--- src/rtl/spi_master_phy_if.sv ---
// Command-side bundle between the UART command controller and the SPI PHY.
// Latency: n/a (wires only).
// Backpressure: spi_data_valid low means busy; spi_start is ignored until it returns high.
interface spi_master_phy_if #(
    parameter int SPI_ADDR_WIDTH = 6,
    parameter int SPI_DATA_WIDTH = 20
);
    logic                      spi_start;
    logic                      spi_rw;
    logic [SPI_ADDR_WIDTH-1:0] spi_write_address;
    logic [SPI_DATA_WIDTH-1:0] spi_write_data;
    logic [SPI_DATA_WIDTH-1:0] spi_read_data;
    logic                      spi_data_valid;

    // Controller side drives the request and consumes the result.
    modport master (
        output spi_start, spi_rw, spi_write_address, spi_write_data,
        input  spi_read_data, spi_data_valid
    );

    // PHY side consumes the request and returns the result.
    modport slave (
        input  spi_start, spi_rw, spi_write_address, spi_write_data,
        output spi_read_data, spi_data_valid
    );
endinterface

--- src/rtl/spi_master_phy.sv ---
// SPI mode-0 master: one {rw, addr, data} frame per request, MSB first, read data sampled in data phase.
// Latency: valid returns (2*FRAME+3)*CLK_DIV+1 cycles after the start-sample cycle.
// Backpressure: start is sampled only in IDLE (valid high); requests while busy are dropped.
module spi_master_phy #(
    parameter int SPI_ADDR_WIDTH = 6,
    parameter int SPI_DATA_WIDTH = 20,
    parameter int CLK_DIV        = 4
) (
    input  logic                 i_clk_sys,
    input  logic                 i_rst_n,
    spi_master_phy_if.slave      io_cmd,
    output logic                 o_spi_sclk,
    output logic                 o_spi_cs_n,
    output logic                 o_spi_mosi,
    input  logic                 i_spi_miso
);
    localparam int FRAME = 1 + SPI_ADDR_WIDTH + SPI_DATA_WIDTH;
    localparam int DIVW  = (CLK_DIV > 2) ? $clog2(CLK_DIV) : 1;
    localparam int BITW  = $clog2(2 * FRAME + 1);
    localparam logic [DIVW-1:0] DIV_LAST      = DIVW'(CLK_DIV - 1);
    localparam logic [BITW-1:0] BIT_LAST      = BITW'(2 * FRAME);
    // First half-period whose rising edge carries a data bit (rise k = AW+2).
    localparam logic [BITW-1:0] FIRST_RD_HALF = BITW'(2 * SPI_ADDR_WIDTH + 3);

    typedef enum logic [2:0] {
        S_IDLE  = 3'd0,
        S_SETUP = 3'd1,
        S_SHIFT = 3'd2,
        S_HOLD  = 3'd3,
        S_GAP   = 3'd4
    } state_t;

    state_t                    r_state, w_state;
    logic [DIVW-1:0]           r_div,   w_div;
    logic [BITW-1:0]           r_bit,   w_bit;
    logic [FRAME-1:0]          r_tx,    w_tx;
    logic [SPI_DATA_WIDTH-1:0] r_rx,    w_rx;
    logic [SPI_DATA_WIDTH-1:0] r_rdata, w_rdata;
    logic                      r_rw,    w_rw;
    logic                      r_valid, w_valid;
    logic                      r_sclk,  w_sclk;
    logic                      r_cs_n,  w_cs_n;
    logic                      r_mosi,  w_mosi;
    logic [BITW-1:0]           w_bit_inc;

    assign w_bit_inc = r_bit + 1'b1;

    // State and datapath registers; synchronous reset returns everything to idle values.
    always_ff @(posedge i_clk_sys) begin
        if (!i_rst_n) begin
            r_state <= S_IDLE;
            r_div   <= '0;
            r_bit   <= '0;
            r_tx    <= '0;
            r_rx    <= '0;
            r_rdata <= '0;
            r_rw    <= 1'b0;
            r_valid <= 1'b1;
            r_sclk  <= 1'b0;
            r_cs_n  <= 1'b1;
            r_mosi  <= 1'b0;
        end else begin
            r_state <= w_state;
            r_div   <= w_div;
            r_bit   <= w_bit;
            r_tx    <= w_tx;
            r_rx    <= w_rx;
            r_rdata <= w_rdata;
            r_rw    <= w_rw;
            r_valid <= w_valid;
            r_sclk  <= w_sclk;
            r_cs_n  <= w_cs_n;
            r_mosi  <= w_mosi;
        end
    end

    // Next-state and next-output logic; every register holds unless its phase updates it.
    always_comb begin
        w_state = r_state;
        w_div   = r_div;
        w_bit   = r_bit;
        w_tx    = r_tx;
        w_rx    = r_rx;
        w_rdata = r_rdata;
        w_rw    = r_rw;
        w_valid = r_valid;
        w_sclk  = r_sclk;
        w_cs_n  = r_cs_n;
        w_mosi  = r_mosi;
        case (r_state)
            S_IDLE: begin
                if (io_cmd.spi_start) begin
                    w_tx    = {io_cmd.spi_rw, io_cmd.spi_write_address, io_cmd.spi_write_data};
                    w_rw    = io_cmd.spi_rw;
                    w_mosi  = io_cmd.spi_rw;
                    w_cs_n  = 1'b0;
                    w_valid = 1'b0;
                    w_div   = '0;
                    w_bit   = '0;
                    w_state = S_SETUP;
                end
            end
            S_SETUP: begin
                if (r_div == DIV_LAST) begin
                    // Entering half-period 1: first rising edge (rw bit, never captured).
                    w_div   = '0;
                    w_bit   = BITW'(1);
                    w_sclk  = 1'b1;
                    w_state = S_SHIFT;
                end else begin
                    w_div = r_div + 1'b1;
                end
            end
            S_SHIFT: begin
                if (r_div == DIV_LAST) begin
                    w_div = '0;
                    if (r_bit == BIT_LAST) begin
                        w_state = S_HOLD;
                        if (r_rw) begin
                            w_rdata = r_rx;
                        end
                    end else begin
                        w_bit = w_bit_inc;
                        if (w_bit_inc[0]) begin
                            w_sclk = 1'b1;
                            if (r_rw && (w_bit_inc >= FIRST_RD_HALF)) begin
                                w_rx = {r_rx[SPI_DATA_WIDTH-2:0], i_spi_miso};
                            end
                        end else begin
                            // Zero shifted in at the LSB leaves mosi low after the last bit.
                            w_sclk = 1'b0;
                            w_mosi = r_tx[FRAME-2];
                            w_tx   = {r_tx[FRAME-2:0], 1'b0};
                        end
                    end
                end else begin
                    w_div = r_div + 1'b1;
                end
            end
            S_HOLD: begin
                if (r_div == DIV_LAST) begin
                    w_div   = '0;
                    w_cs_n  = 1'b1;
                    w_state = S_GAP;
                end else begin
                    w_div = r_div + 1'b1;
                end
            end
            S_GAP: begin
                if (r_div == DIV_LAST) begin
                    w_div   = '0;
                    w_valid = 1'b1;
                    w_state = S_IDLE;
                end else begin
                    w_div = r_div + 1'b1;
                end
            end
            default: begin
                w_state = S_IDLE;
                w_div   = '0;
                w_bit   = '0;
                w_tx    = '0;
                w_rx    = '0;
                w_rdata = '0;
                w_rw    = 1'b0;
                w_valid = 1'b1;
                w_sclk  = 1'b0;
                w_cs_n  = 1'b1;
                w_mosi  = 1'b0;
            end
        endcase
    end

    assign o_spi_sclk            = r_sclk;
    assign o_spi_cs_n            = r_cs_n;
    assign o_spi_mosi            = r_mosi;
    assign io_cmd.spi_read_data  = r_rdata;
    assign io_cmd.spi_data_valid = r_valid;
endmodule

--- src/flat_wrapper.sv ---
// flat-port wrapper written by rule: the top's interface ports become plain ports
module spi_master_phy_flat 
#(
    parameter int SPI_ADDR_WIDTH = 6,
    parameter int SPI_DATA_WIDTH = 20,
    parameter int CLK_DIV        = 4
)
  (i_clk_sys, i_rst_n, o_spi_sclk, o_spi_cs_n, o_spi_mosi, i_spi_miso, io_cmd_spi_start, io_cmd_spi_rw, io_cmd_spi_write_address, io_cmd_spi_write_data, io_cmd_spi_read_data, io_cmd_spi_data_valid);
  spi_master_phy_if #(.SPI_ADDR_WIDTH(SPI_ADDR_WIDTH), .SPI_DATA_WIDTH(SPI_DATA_WIDTH)) io_cmd_i ();
  input  logic i_clk_sys;
  input  logic i_rst_n;
  output logic o_spi_sclk;
  output logic o_spi_cs_n;
  output logic o_spi_mosi;
  input  logic i_spi_miso;
  input wire logic [$bits(io_cmd_i.spi_start)-1:0] io_cmd_spi_start;
  input wire logic [$bits(io_cmd_i.spi_rw)-1:0] io_cmd_spi_rw;
  input wire logic [$bits(io_cmd_i.spi_write_address)-1:0] io_cmd_spi_write_address;
  input wire logic [$bits(io_cmd_i.spi_write_data)-1:0] io_cmd_spi_write_data;
  output wire logic [$bits(io_cmd_i.spi_read_data)-1:0] io_cmd_spi_read_data;
  output wire logic [$bits(io_cmd_i.spi_data_valid)-1:0] io_cmd_spi_data_valid;
  assign io_cmd_i.spi_start = io_cmd_spi_start;
  assign io_cmd_i.spi_rw = io_cmd_spi_rw;
  assign io_cmd_i.spi_write_address = io_cmd_spi_write_address;
  assign io_cmd_i.spi_write_data = io_cmd_spi_write_data;
  assign io_cmd_spi_read_data = io_cmd_i.spi_read_data;
  assign io_cmd_spi_data_valid = io_cmd_i.spi_data_valid;
  spi_master_phy #(.SPI_ADDR_WIDTH(SPI_ADDR_WIDTH), .SPI_DATA_WIDTH(SPI_DATA_WIDTH), .CLK_DIV(CLK_DIV)) u_core (.i_clk_sys(i_clk_sys), .i_rst_n(i_rst_n), .io_cmd(io_cmd_i), .o_spi_sclk(o_spi_sclk), .o_spi_cs_n(o_spi_cs_n), .o_spi_mosi(o_spi_mosi), .i_spi_miso(i_spi_miso));
endmodule
--- config.mk ---
export PLATFORM = sky130hd
export DESIGN_NAME = spi_master_phy_flat
export DESIGN_NICKNAME = d
export VERILOG_FILES = /design/src/rtl/spi_master_phy_if.sv /design/src/rtl/spi_master_phy.sv /design/src/flat_wrapper.sv
export SDC_FILE = /design/constraint.sdc
export NUM_CORES = 1
export LEC_CHECK = 0
export CAP_MARGIN = 20
export CORE_MARGIN = 2
export CORE_UTILIZATION = 36
export CTS_BUF_LIST = sky130_fd_sc_hd__clkbuf_4 sky130_fd_sc_hd__clkbuf_8 sky130_fd_sc_hd__clkbuf_16
export DETAILED_ROUTE_END_ITERATION = 6
export PLACE_DENSITY = 0.68
export SETUP_SLACK_MARGIN = 0.1
export SLEW_MARGIN = 30
export SYNTH_ARGS = -nofsm -noshare
export SYNTH_HDL_FRONTEND = slang
export SYNTH_SLANG_ARGS = --single-unit
--- constraint.sdc ---
create_clock -name i_clk_sys -period 2.3 [get_ports i_clk_sys]
set_input_delay 0.46 -clock i_clk_sys [delete_from_list [all_inputs] [get_ports i_clk_sys]]
set_output_delay 0.46 -clock i_clk_sys [all_outputs]
set_load 0.005 [all_outputs]
Word-level counts from Yosys, hierarchy flattened
Index checks and enable logic that the tools add are counted.
{"block": "word_totals", "romBits": 0, "reg_bits": 82, "out_inout_bits": 24, "n_memories": 0, "ramBits": 0, "latch_bits": 0, "in_bits": 31, "wordCells": 99}
{"block": "classes", "addsub": 2, "mux": 43, "eq_ne": 17, "shift": 0, "div": 0, "n_lt_le_gt_ge": 1, "mul": 0, "bitwise_logic": 7, "n_reduce_logical": 18}
{"operator": "2-to-1 mux 20 bit", "count": 7}
{"operator": "2-to-1 mux 26 bit", "count": 4}
{"operator": "case mux 20 bit (2 select lines)", "count": 2}
{"operator": "case mux 26 bit (3 select lines)", "count": 1}
{"operator": "2-to-1 mux 6 bit", "count": 4}
{"operator": "case mux 6 bit (4 select lines)", "count": 1}
{"operator": "2-to-1 mux 3 bit", "count": 6}
{"operator": "inequality test 2 x 1 -> 1 bit, second input constant", "count": 8}
{"operator": "case mux 3 bit (5 select lines)", "count": 1}
{"operator": "AND reduction 5 bit", "count": 3}
{"operator": "case mux 1 bit (3 select lines)", "count": 4}
{"operator": "OR reduction 3 bit", "count": 4}
{"operator": "2-to-1 mux 1 bit", "count": 9}
{"operator": "AND reduction 4 bit", "count": 2}
{"operator": "OR reduction 4 bit", "count": 2}
{"operator": "inverter 1 bit", "count": 7}
{"operator": "adder 6 x 1 -> 6 bit, second input constant", "count": 1}
{"operator": "== test 3 x 2 -> 1 bit, second input constant", "count": 2}
{"operator": "== test 6 bit, second input constant", "count": 1}
{"operator": "greater-or-equal comparator 6 x 4 -> 1 bit, second input constant", "count": 1}
{"operator": "inequality test 2 bit, second input constant", "count": 3}
{"operator": "AND reduction 3 bit", "count": 2}
{"operator": "AND reduction 6 bit", "count": 1}
{"operator": "2-to-1 mux 2 bit", "count": 2}
{"operator": "other kinds (10)", "count": 10}

Logic depth before layout (Yosys ltp)
Gate-level depths: netlist of the first run.
{"block": "logic_depth", "depth_word": 8, "ltp_mapped": 8, "depth_no_buf": 7}

Worst setup path before layout of the first run
Ideal clock, no wire load.
{"block": "synth_timing", "kind": "register -> register", "from": "register u_core.r_bit[0]", "to": "register u_core.r_tx[24]", "period_less_slack_ps": 1835, "setup_time_ps": 116, "n_path_buf": 1, "slack_ps": 465, "stages_incl_launch_ff": 9, "arrival_ps": 1718, "cell_sequence": "dfxtp_1 inv_1 ha_1 nand4b_1 o211ai_1 a211oi_2 buf_2 nand2_1 o211a_1"}
{"block": "synth_between", "elab_chain_cells": 3}
{"element": "from (decl)", "line_no": "spi_master_phy.sv:35", "rtl": "logic [BITW-1:0] r_bit, w_bit;"}
{"element": "from (signal assigned)", "line_no": "spi_master_phy.sv:65", "rtl": "r_bit <= w_bit;"}
{"element": "adder 6 x 1 -> 6 bit or == test 6 bit (tied branches)", "line_no": "spi_master_phy.sv:46, spi_master_phy.sv:117"}
{"element": "inequality test 2 bit (no source line)"}
{"element": "AND reduction 5 bit (no source line) (*)"}
{"element": "to (signal assigned)", "line_no": "spi_master_phy.sv:66", "rtl": "r_tx <= w_tx;"}
{"element": "to (decl)", "line_no": "spi_master_phy.sv:36", "rtl": "logic [FRAME-1:0] r_tx, w_tx;"}
Mark *: on every way between the ends. The rest lies on a longest branch, timed or not.
A chain may end at the register's enable or synchronous reset.

Worst setup path after layout of the first run
{"block": "layout_timing", "from": "register u_core.r_bit[0]", "to": "register u_core.r_rx[18]"}
{"block": "layout_between", "elab_chain_cells": 5}
{"element": "adder 6 x 1 -> 6 bit", "line_no": "spi_master_phy.sv:46", "rtl": "assign w_bit_inc = r_bit + 1'b1;"}
{"element": "greater-or-equal comparator 6 x 4 -> 1 bit", "line_no": "spi_master_phy.sv:126", "rtl": "if (r_rw && (w_bit_inc >= FIRST_RD_HALF)) begin"}
{"element": "logical AND 1 bit", "line_no": "spi_master_phy.sv:126"}
{"element": "inequality test 2 x 1 -> 1 bit (no source line)"}
{"element": "AND reduction 5 bit (no source line) (*)"}
{"element": "to (signal assigned)", "line_no": "spi_master_phy.sv:67", "rtl": "r_rx <= w_rx;"}
{"element": "to (decl)", "line_no": "spi_master_phy.sv:37", "rtl": "logic [SPI_DATA_WIDTH-1:0] r_rx, w_rx;"}
Marked as above.

==> results of run 1 <==
synthesized netlist by cell type (all sizes together) (3+ instances only):
master and n:
nor3b 3, clkbuf 21, inv 6, nand3 42
mux2i 23, a21oi 5, nor2b 11, ha 4
buf 19, nand2 81, o21ai 10, dfxtp 82
a22oi 31, a21boi 17, o211a 26, a31oi 4
nor2 14, xor2 4
logic make-up after synthesis:
logic type	after synthesis	synth area share
muxes	23	0.06109
buffers and inverters	46	0.05777
DFF	82	0.4356
and+or+nand+nor	167	0.2048
AOI/OAI and AO/OA	102	0.2181
adders and majority gates	4	0.01328
xor gates and xnor gates	4	0.009295
worst max-delay path, cell delays in order, from the launching register on:
cell and delay [ns]:
dfxtp_1 0.42, inv_1 0.12, ha_1 0.22, and4b_1 0.22, nand2_1 0.14, and3_1 0.23
o221a_2 0.44, mux2i_1 0.22
layer usage:
metal | up-vias | GRT usage | part of all wire
met3 | 8 | 0.04476 | 0.061
met1 | 1468 | 0.1925 | 0.49
met2 | 83 | 0.2317 | 0.44
li1 | 1590 | - | -
met4 | 0 | 0.02726 | 0.0070
met5 | - | 0 | 0
where the power goes:
part           switching, mW  internal, mW
Sequential            0.0344          1.47
Clock                  0.509         0.600
Combinational          0.136         0.148
Total                  0.679          2.22
registers in the layout, indices dropped and copies added, names as in the netlist:
name	count
u_core.r_rw	1
u_core.io_cmd.spi_read_data	20
u_core.r_bit	6
u_core.r_state	3
u_core.r_div	2
u_core.io_cmd.spi_data_valid	1
u_core.o_spi_cs_n	1
u_core.r_tx	26
u_core.o_spi_mosi	1
u_core.r_rx	20
u_core.o_spi_sclk	1
layout make-up:
class / instances / area [sq um]
Fill cell: 1002 / 5608
Multi-Input combinational cell: 301 / 1938
Sequential cell: 82 / 1642
Timing Repair Buffer: 67 / 645.6
Tap cell: 136 / 170.2
Clock buffer: 9 / 123.9
Clock inverter: 5 / 81.33
Inverter: 6 / 22.52
stage by stage:
step           area (sq um)  power (mW)    util  hold WS, ns  std cells
6_report               4623       2.900  0.4519       0.4601        606
5_1_grt                4623       3.028  0.4519       0.4783        606
4_1_cts                4612       2.941  0.4508       0.4624        605
3_5_place_dp           4407       1.825  0.4307       0.4476        591
3_3_place_gp           4404       1.816  0.4305       0.4452        591
2_1_floorplan          3769       1.713       -       0.4288        428
path summary, 6_finish.rpt:
check / start / endpoint / slack [ns] / cells after the start
hold reg to reg: u_core.r_tx[0] / u_core.r_tx[0] / 0.46 / 2
setup / recovery: u_core.r_bit[0] / u_core.r_rx[18] / 0.21 / 7
hold / removal: u_core.r_tx[0] / u_core.r_tx[0] / 0.46 / 2
setup reg to reg: u_core.r_bit[0] / u_core.r_rx[18] / 0.21 / 7
==> qor.yml, run 1 <==
timing:
  relSlewSlack: 0.5760
  slew_viol_final: 0
  fmax_mhz: 477.7
  finalSetupViolations: 0
  rsz0062_at_grt: "yes"
  setup_tns_ns: 0
  fin_skew_ns: 0.01364
  setup_ws_ns: 0.2065
  post-route-period-util: 0.9102
  post-route-min-period_ns: 2.094
  worst_pin_slew_ns: 0.6354
  finalHoldViolations: 0
logic_synthesis:
  syn_area_sq_um: 3769
  synth-seq-cells: 82
  ys_seq_area_frac: 0.4356
  synth_edf_count: 0
  synth.top_cell.area_share: 0.4356
  synth_cell_types: 41
  yosysWarnings: 0
  synth.avg_cell_area_sq_um: 8.805
  synth_fp_nets: 463
  async_flop_share: 0
  synth_top_cell_by_area: "dfxtp_1"
  netlist_instances: 428
  synth_flop_cell: "dfxtp_1"
  synth_area_leaders: "dfxtp_1, nand2_1, o211a_1, a22oi_1, mux2i_1"
clocking:
  cts_buffer_depth: 2
  cts_setup_buffers: 0
  root_buffer: "clkbuf_8"
  clock_latency_ns: 0.35
  h-tree-depth: 3
  postCtsHoldBufs: 0
  cts_resized: 0
  cts_sinks: 82
  clk_pin_slew_ns: 0.08
  cts_tree: "built"
  numCtsBuffers: 9
setup_path:
  critPathMaxFanout: 10
  end_kind: "flip-flop"
  cp.required_ns: 2.57
  cp_data_arrival_time_ns: 2.36
  crit_type: "reg -> reg"
  start_kind: "flip-flop"
global_routing:
  grt_max_degree: 56
  track_usage: 0.1443
  grt_pass1_vias: 2888
  grt_antenna_before_repair: 0
  grt_first_pass_wirelength_mm: 13.49
  grt-ovfl-total: 0
floorplanning:
  rows: 37
  fp.dieH_microns: 106.3
  die_width_microns: 106.3
  io_pins: 55
  start_util: 0.3684
  die_area_sq_um: 11300
  core_area_sq_um: 10230
detailed_routing:
  drc: 0
  firstDrtPassIters: 5
  drt_iter0_drc: 175
  viasPerCell: 5.196
  antenna_left: 0
  dr_total_vias: 3149
  wl_mm: 8.114
  wl_per_cell_microns: 13.39
pwr:
  leakage_nw: 1.810
  peakVddDrop_mv: 0.3638
  p_per_area_nw_per_um2: 627.4
cells_and_area:
  layout-drive-gt1-share: 0.08298
  antenna_cells: 0
  area_delta_synth_final_pct: 22.68
  final_common_cell: "dfxtp_1"
  layout_common_cells: "dfxtp_1, nand2_1, clkdlybuf4s50_1"
  fin_nets: 502
placement:
  routabilityCongestion: 0.7976
  port-buffer-count: 54
  dp_slack_ns: 0.2175
  hpwl_mm: 5.217
outcome:
  status: "finished, final reports clean"
flow_run:
  max_cap_violations: 0
min_path:
  hold_path.class: "reg -> reg"
Power figures use the tool's default switching activity.
==> run 2, diff against run 1 <==
CTS_BUF_LIST = sky130_fd_sc_hd__clkbuf_2   (was sky130_fd_sc_hd__clkbuf_4 sky130_fd_sc_hd__clkbuf_8 sky130_fd_sc_hd__clkbuf_16)
==> run 2 against run 1 <==
Compared with the run above:
- critical path depth is the same
- final cell count shrank 0.17%
- via count shrank 0.92%
- sequential share of layout area grew 0.71 points
- clock skew grew 0.017 ns
- non-clock buffer count is the same
- core utilization shrank 0.88 points
- first-iteration DRC count shrank 16%
- sequential cell count is the same
- total power shrank 9.1%
- hold slack lost 0.074 ns
==> qor.yml, run 2 (same netlist as run 1, synthesis figures left out) <==
outcome:
  status: "finished, final reports clean"
global_routing:
  grt-ovfl-total: 0  # unchanged
  grt_max_degree: 56  # unchanged
  grt_first_pass_wirelength_mm: 13.55  # +0.46%
  grt_pass1_vias: 2897  # +0.31%
  grt_antenna_before_repair: 0  # unchanged
  track_usage: 0.1461  # +0.001815
min_path:
  min-delay-start: "i_rst_n"
  hold_path.class: "in -> reg"
  hold-path-cell-count: 3  # +1
  hold_end: "u_core.r_rx[19]"
pwr:
  swShare: 0.2509  # +0.01667
  power_switching_uw: 661.2  # -2.7%
  comb_power_share: 0.108  # +0.010
  p_int_mw: 1.974  # -11%
  leakage_nw: 1.779  # -1.7%
  power_frac_seq: 0.574  # +0.054
  peakVddDrop_mv: 0.2966  # -18%
  p_per_area_nw_per_um2: 581.3  # -7.3%
  pwr-share-clk: 0.318  # -0.064
placement:
  routabilityCongestion: 0.7976  # unchanged
  hpwl_mm: 5.217  # unchanged
  port-buffer-count: 54  # unchanged
  dp_slack_ns: 0.2175  # unchanged
  dp_cells: 591  # unchanged
  placed_cell_area_sq_um: 4407  # unchanged
timing:
  finalSetupViolations: 0  # unchanged
  fmax_mhz: 474.0  # -0.76%
  setup_tns_ns: 0  # unchanged
  slew_viol_final: 0  # unchanged
  post-route-period-util: 0.9172  # +0.006990
  post-route-min-period_ns: 2.110  # +0.01608 ns
  relSlewSlack: 0.5697  # -0.006267
  whs_ns: 0.3861  # -0.07398 ns
  worst_pin_slew_ns: 0.6448  # +0.009390 ns
  rsz0062_at_grt: "yes"
  fin_skew_ns: 0.03036  # +0.01672 ns
  finalHoldViolations: 0  # unchanged
  setup_ws_ns: 0.1904  # -0.01608 ns
floorplanning:
  fp.dieH_microns: 106.3  # unchanged
  core_area_sq_um: 10230  # unchanged
  io_pins: 55  # unchanged
  start_util: 0.3684  # unchanged
  die_width_microns: 106.3  # unchanged
  die_area_sq_um: 11300  # unchanged
  rows: 37  # unchanged
setup_path:
  rrSetupSlack_ns: 0.19  # -0.02 ns
  cp.required_ns: 2.76  # +0.19 ns
  worst-r2r-cell-count: 7  # unchanged
  timing.rr.end: "u_core.r_rx[12]"
  r2r_start: "u_core.r_bit[0]"
  cp_data_arrival_time_ns: 2.56  # +0.20 ns
  end_kind: "flip-flop"
  crit_type: "reg -> reg"
  critPathMaxFanout: 20  # +10
  start_kind: "flip-flop"
detailed_routing:
  dr_total_vias: 3120  # -0.92%
  drc: 0  # unchanged
  firstDrtPassIters: 4  # -1
  drt_iter0_drc: 147  # -16%
  wl_per_cell_microns: 13.12  # -2.0%
  antenna_left: 0  # unchanged
  wl_mm: 7.939  # -2.2%
  viasPerCell: 5.157  # -0.76%
clocking:
  cts_sinks: 82  # unchanged
  h-tree-depth: 3  # unchanged
  cts_setup_buffers: 0  # unchanged
  clock_latency_ns: 0.53  # +0.18 ns
  postCtsHoldBufs: 0  # unchanged
  cts_resized: 0  # unchanged
  cts_buffer_depth: 2  # unchanged
  numCtsBuffers: 9  # unchanged
  clk_pin_slew_ns: 0.22  # +0.14 ns
  root_buffer: "clkbuf_2"
  cts_tree: "built"
cells_and_area:
  fin_area_sq_um: 4533  # -1.9%
  layout_common_cells: "dfxtp_1, nand2_1, clkdlybuf4s50_1"
  layout-drive-gt1-share: 0.08102  # -0.001955
  regMostFlops: "u_core.r_tx"
  final_cells: 605  # -0.17%
  antenna_cells: 0  # unchanged
  area_delta_synth_final_pct: 20.29
  final_common_cell: "dfxtp_1"
  fin_nets: 501  # -0.20%
  largest_reg_flops: 26  # unchanged
flow_run:
  max_cap_violations: 0  # unchanged
run 2: cell count changes in the layout (fill, tap and decap cells not counted):
cell	change
o221a_2	-1
clkbuf_8	-9
clkbuf_2	+9
run 2: worst max-delay path, stage by stage, from the launching register on:
cell and delay [ns]:
dfxtp_1 0.46, inv_1 0.12, ha_1 0.22, and4b_1 0.21, nand2_1 0.14, and3_1 0.19, o221a_4 0.45, mux2i_1 0.25
run 2: metal layers:
metal	track usage	share of wire	wire length [microns]
met1	0.1925	0.49	3874
met3	0.04108	0.054	425
met4	0.04417	0.0057	45
met5	0	0	0
met2	0.2326	0.45	3594
run 2: power by group through the flow:
stage	Sequential, mW	Combinational [mW]	Clock, mW
after CTS	1.51	0.286	0.874
after detailed placement	1.54	0.285	0
after floorplan	1.53	0.184	0
final	1.51	0.284	0.839
after global placement	1.54	0.279	0
after global routing	1.52	0.315	0.921
run 2: cell type report:
| class | count | area, sq um |
|---|---|---|
| fill | 1014 | 5698 |
| multi-input combinational | 300 | 1927 |
| sequential | 82 | 1642 |
| timing repair buffer | 67 | 645.6 |
| tap | 136 | 170.2 |
| clock inverter | 5 | 81.33 |
| clock buffer | 9 | 45.04 |
| inverter | 6 | 22.52 |
run 2: worst max path at each step:
stage,from,endpoint,cells after the start
final,u_core.r_bit[0],u_core.r_rx[12],7
after CTS,u_core.r_bit[0],u_core.r_rx[12],7
after detailed placement,io_cmd_spi_start,u_core.r_tx[16],6
after global placement,u_core.r_bit[0],u_core.io_cmd.spi_read_data[14],7
after global routing,u_core.r_bit[0],u_core.r_rx[3],7
after floorplan,u_core.r_bit[0],u_core.r_tx[24],8
run 2: stage by stage:
step,util,power [mW]
floorplan,-,1.713
global placement,0.4305,1.816
detailed placement,0.4307,1.825
CTS,0.4431,2.673
global route,0.4431,2.757
finish,0.4431,2.635
